File: src/rtl/seg7_scan_decoder.sv
// Receive-side decoder for a multiplexed, active-low 7-segment display bus.
// Each digit sample is debounced, decoded into a hex nibble and stored in its
// slot; once every digit has been captured a frame is offered on a valid/ready
// output.
//
// Output handshake: out_valid rises when a frame is loaded, and value/blank/err
// stay stable while out_valid is high. A frame is consumed on any cycle where
// out_valid && out_ready. If a frame completes while the output is occupied and
// not being accepted, that frame is dropped and overflow is set (sticky).
module seg7_scan_decoder #(
  parameter int DIGITS        = 6,
  parameter int STABLE_CYCLES = 4
) (
  input  logic                  clk,
  input  logic                  reset,
  input  logic [6:0]            seg_n,
  input  logic [DIGITS-1:0]     dig_sel,
  output logic [4*DIGITS-1:0]   value,
  output logic [DIGITS-1:0]     blank,
  output logic [DIGITS-1:0]     err,
  output logic                  out_valid,
  input  logic                  out_ready,
  output logic                  overflow
);

  localparam int CW = $clog2(STABLE_CYCLES + 1);
  localparam logic [CW-1:0] CNT_MAX = CW'(STABLE_CYCLES);
  localparam logic [CW-1:0] CNT_ONE = CW'(1);

  typedef enum logic {SETTLE, HOLD} state_t;

  state_t              state, state_nxt;
  logic [CW-1:0]       cnt, cnt_nxt, cnt_inc;
  logic [6:0]          seg_q, seg_p;
  logic [DIGITS-1:0]   sel_q, sel_p;
  logic                same, sel_onehot, commit;
  logic [3:0]          dec_nib;
  logic                dec_blank, dec_err;
  logic [4*DIGITS-1:0] slot_val, slot_val_nxt;
  logic [DIGITS-1:0]   slot_blank, slot_blank_nxt;
  logic [DIGITS-1:0]   slot_err, slot_err_nxt;
  logic [DIGITS-1:0]   captured, captured_nxt;
  logic                frame_done;

  // Input stage: current registered sample and the one before it.
  always_ff @(posedge clk) begin
    if (reset) begin
      seg_q <= '0;
      sel_q <= '0;
      seg_p <= '0;
      sel_p <= '0;
    end else begin
      seg_q <= seg_n;
      sel_q <= dig_sel;
      seg_p <= seg_q;
      sel_p <= sel_q;
    end
  end

  assign same       = ({seg_q, sel_q} == {seg_p, sel_p});
  assign sel_onehot = $onehot(sel_q);
  assign cnt_inc    = (cnt == CNT_MAX) ? cnt : cnt + CNT_ONE;

  // Pattern decode of the registered sample; unknown patterns flag err.
  always_comb begin
    dec_nib   = 4'h0;
    dec_blank = 1'b0;
    dec_err   = 1'b0;
    case (seg_q)
      7'h40: dec_nib = 4'h0;
      7'h79: dec_nib = 4'h1;
      7'h24: dec_nib = 4'h2;
      7'h30: dec_nib = 4'h3;
      7'h19: dec_nib = 4'h4;
      7'h12: dec_nib = 4'h5;
      7'h02: dec_nib = 4'h6;
      7'h78: dec_nib = 4'h7;
      7'h00: dec_nib = 4'h8;
      7'h18: dec_nib = 4'h9;
      7'h08: dec_nib = 4'hA;
      7'h03: dec_nib = 4'hB;
      7'h46: dec_nib = 4'hC;
      7'h21: dec_nib = 4'hD;
      7'h06: dec_nib = 4'hE;
      7'h0E: dec_nib = 4'hF;
      7'h7F: begin
        dec_nib   = 4'hF;
        dec_blank = 1'b1;
      end
      default: dec_err = 1'b1;
    endcase
  end

  // Debounce FSM state and stability counter registers.
  always_ff @(posedge clk) begin
    if (reset) begin
      state <= SETTLE;
      cnt   <= '0;
    end else begin
      state <= state_nxt;
      cnt   <= cnt_nxt;
    end
  end

  // Debounce FSM: commit once a one-hot sample has been stable long enough.
  always_comb begin
    state_nxt = state;
    cnt_nxt   = cnt;
    commit    = 1'b0;
    case (state)
      SETTLE: begin
        if (!same || !sel_onehot) begin
          cnt_nxt = CNT_ONE;
        end else begin
          cnt_nxt = cnt_inc;
          if (cnt_inc == CNT_MAX) begin
            commit    = 1'b1;
            state_nxt = HOLD;
          end
        end
      end
      HOLD: begin
        if (!same) begin
          state_nxt = SETTLE;
          cnt_nxt   = CNT_ONE;
        end
      end
      default: begin
        state_nxt = SETTLE;
        cnt_nxt   = CNT_ONE;
      end
    endcase
  end

  // Slot and capture-mask next values, including this cycle's commit.
  always_comb begin
    slot_val_nxt   = slot_val;
    slot_blank_nxt = slot_blank;
    slot_err_nxt   = slot_err;
    captured_nxt   = captured;
    for (int i = 0; i < DIGITS; i++) begin
      if (commit && sel_q[i]) begin
        slot_val_nxt[4*i +: 4] = dec_nib;
        slot_blank_nxt[i]      = dec_blank;
        slot_err_nxt[i]        = dec_err;
        captured_nxt[i]        = 1'b1;
      end
    end
  end

  assign frame_done = &captured_nxt;

  // Slot storage; the capture mask restarts whenever a frame completes.
  always_ff @(posedge clk) begin
    if (reset) begin
      slot_val   <= '0;
      slot_blank <= '0;
      slot_err   <= '0;
      captured   <= '0;
    end else begin
      slot_val   <= slot_val_nxt;
      slot_blank <= slot_blank_nxt;
      slot_err   <= slot_err_nxt;
      captured   <= frame_done ? '0 : captured_nxt;
    end
  end

  // Output frame register with valid/ready handshake and drop detection.
  always_ff @(posedge clk) begin
    if (reset) begin
      value     <= '0;
      blank     <= '0;
      err       <= '0;
      out_valid <= 1'b0;
      overflow  <= 1'b0;
    end else if (frame_done) begin
      if (!out_valid || out_ready) begin
        value     <= slot_val_nxt;
        blank     <= slot_blank_nxt;
        err       <= slot_err_nxt;
        out_valid <= 1'b1;
      end else begin
        overflow <= 1'b1;
      end
    end else if (out_valid && out_ready) begin
      out_valid <= 1'b0;
    end
  end

endmodule

File: config.mk
export PLATFORM = sky130hd
export DESIGN_NAME = seg7_scan_decoder
export DESIGN_NICKNAME = d
export VERILOG_FILES = /design/src/rtl/seg7_scan_decoder.sv
export SDC_FILE = /design/constraint.sdc
export NUM_CORES = 1
export LEC_CHECK = 0
export CAP_MARGIN = 20
export CORE_MARGIN = 1
export CORE_UTILIZATION = 59
export CTS_BUF_LIST = sky130_fd_sc_hd__clkbuf_4
export CTS_CLUSTER_SIZE = 14
export DETAILED_ROUTE_END_ITERATION = 12
export DONT_BUFFER_PORTS = 1
export MAX_ROUTING_LAYER = met4
export PLACE_DENSITY = 0.76
export SKIP_LAST_GASP = 1
export SLEW_MARGIN = 20
export SYNTH_ARGS = -nofsm -noshare
export SYNTH_HDL_FRONTEND = slang
export SYNTH_SLANG_ARGS = --single-unit
File: constraint.sdc
create_clock -name clk -period 4.3 [get_ports clk]
set_input_delay 0.43 -clock clk [delete_from_list [all_inputs] [get_ports clk]]
set_output_delay 0.43 -clock clk [all_outputs]
set_load 0.005 [all_outputs]
==> metrics.cfg <==
[logic_synthesis]
synth-edff-count=0
ys_ff_latch=110
synthesis.nets=464
synth_area_leaders=dfxtp_1, mux2_4, nor2b_1, mux2i_1, nor2_1
syn_area_per_cell_um2=10.6
synthTopCellsByCount=dfxtp_1, nor2b_1, nor2_1, mux2i_1, mux2_4
ys_async_sr_fraction_pct=0
synth_xor_xnor_area_share_pct=3.11
ys_types=49
synth_top_family_by_area=simple AND/OR/NAND/NOR gates
synth_compound_area_share_pct=3.83
synth_ff_type=dfxtp_1
yosysTopAreaCell=dfxtp_1
synth_cells=442
seq_area_frac_synth_pct=46.8
synth_fa_ha_area_share_pct=2.08
muxShareOfSynthArea_pct=19.4
yosysMostFrequentCell=dfxtp_1
yosys_warnings=0
synthesis.area_um2=4700
synth_simple_gate_area_share_pct=20.9
synth_top_area_share_pct=46.8

[cts]
clk_path_buf_depth=2
clk_pin_slew_ns=0.18
cts_hold_buffers=0
clockRootBuffer=clkbuf_4
clk_latency_ns=0.46
cts_buffers=9
h-tree-depth=3
cts_tree=built
cts.sinks=110

[floorplanning]
ios=54
dieArea_um2=8330
start_util_pct=60.8
die_y_um=91.3
core-area_um2=7730
die_x_um=91.3
rows=32

[detailed_routing]
vias=3106
drc=0
wirelength_um=9060
drt_first_pass_iters=5
postRouteAntennaNets=0
viasPerCell=5.63
drt_iter0_drc=163
wl_per_cell_um=16.4

[power_and_ir_drop]
vdd.ir_drop.worst_mv=0.166
total_power_mw=1.63
powerDensity_nw_per_um2=321
leakage_nw=2.28

[final_layout]
drive_gt1_share_pct=20.7
multi_input_area_um2=2380
antennaDiodeCount=0
nFillCells=601
final_area_um2=5080
finalNonFillerCells=552
nets=468
area_growth_pct=8.12
fin_util_pct=65.8
regArea_um2=2210

[sta]
worstMarginPinSlew_ns=1.22
slew_violations=0
post-route-period-util_pct=97.8
whs_ns=0.0306
rsz0062_at_grt=true
finalCriticalPeriod_ns=4.20
finalHoldViolCount=0
fmax_ghz=0.238
setup_viol=0
relSlewSlack_pct=17.7
setup_ws_ns=0.0958
fin_setup_tns_ns=0
worst_clock_skew_ns=0.0193

[critical_path]
r2r-end=value[3]
cp-end-kind=flip-flop
ff2ff_path_depth=15
crit_fanout=12
critPathKind=flip-flop to flip-flop
critPathLaunchType=flip-flop
worstReg2RegStart=sel_q[0]
rrSetupSlack_ns=0.1
cp.arrival_ns=4.58
crit_required_ns=4.68

[global_route]
track_usage_pct=22.0
grt-ovfl-total=0
grt_pass1_wl_um=14000
antenna_found_initial=0
grt_max_degree=107
first_global_vias=2943

[place]
dp_hpwl_um=5670
placed_area_um2=4780
portBuffers=0
routabilityCongestion=0.818
dp_cells=527
preCtsSetupSlack_ns=-0.0241

[job]
maxCapViolations=0

[worst_hold_path]
worstHoldStart=reset
hold_class=input port to flip-flop
worstHoldPathCells=1
worstHoldEndpoint=slot_val[13]

[outcome]
status=finished, final reports clean

## power by group
part	total (mW)	internal, mW	switching, mW
logic	0.101	0.0502	0.0513
clock network	0.475	0.128	0.348
registers	1.05	1.03	0.0202
## registers in the layout, summed over array words and instances, names as in the netlist, 3 cells and up
| name | flops |
|---|---|
| blank | 6 |
| captured | 6 |
| cnt | 3 |
| err | 6 |
| seg_p | 7 |
| seg_q | 7 |
| sel_p | 6 |
| sel_q | 6 |
| slot_blank | 6 |
| slot_err | 6 |
| slot_val | 24 |
| value | 24 |
## layout make-up
cell class	instances	area share [%]
Multi-Input combinational cell	293	46.9
Clock inverter	6	1.11
Inverter	13	0.960
Clock buffer	9	1.33
Sequential cell	110	43.4
Timing Repair Buffer	19	3.84
Tap cell	102	2.51
## placed cells by master, fill, tap and decap left out, drive strengths merged, types with 3 or more instances in the layout
cell type    n
dfxtp      110
nor2b       62
nor2        51
mux2        39
mux2i       36
buf         17
inv         16
xnor2       14
nand3       14
clkbuf      11
nand2        8
nand4        7
a21oi        7
and4         5
a31oi        5
nor3         4
nor4         4
nand2b       3
a21boi       3
fa           3
ha           3
clkinvlp     3
## what timing repair did
item / in CTS / in global routing
setup buffers: 0 / 7
resized for setup: 1 / 14
pin swaps: 0 / 2
cloned: 0 / 3
setup endpoints to repair: 35 / 36
## metal layers
metal,up-vias,global-route usage (%),wire (µm)
li1,1508,-,-
met1,1506,29.4,4200
met2,76,33.7,4350
met3,16,3.69,368
met4,0,7.80,138
met5,-,-,0
## worst max-delay path by stage
| stage | start | to | depth (start not counted) |
|---|---|---|---|
| 6_report | sel_q[0] | value[3] | 15 |
| 5_1_grt | sel_q[0] | value[22] | 16 |
| 4_1_cts | sel_q[0] | value[19] | 15 |
| 3_5_place_dp | sel_q[0] | value[17] | 15 |
| 3_3_place_gp | sel_q[3] | value[15] | 15 |
| 2_1_floorplan | sel_q[0] | blank[3] | 15 |
## worst max-delay path, stage by stage (launching register included)
cell and delay, ns:
dfxtp_2 0.35, inv_1 0.06, fa_1 0.49, fa_1 0.50, inv_1 0.05, ha_1 0.18
fa_1 0.48, nor4b_4 0.27, nand3_2 0.13, nor4_4 0.19, buf_6 0.18, a31oi_1 0.16
nor4_4 0.34, nand3_4 0.20, clkbuf_16 0.24, mux2_4 0.30
## logic make-up after synthesis
family / count (synthesis)
buf+inv: 39
flops: 110
simple gates: 171
xor+xnor: 15
mux: 75
compound gates: 26
fa+ha+maj: 6
Power figures use the tool's default switching activity.
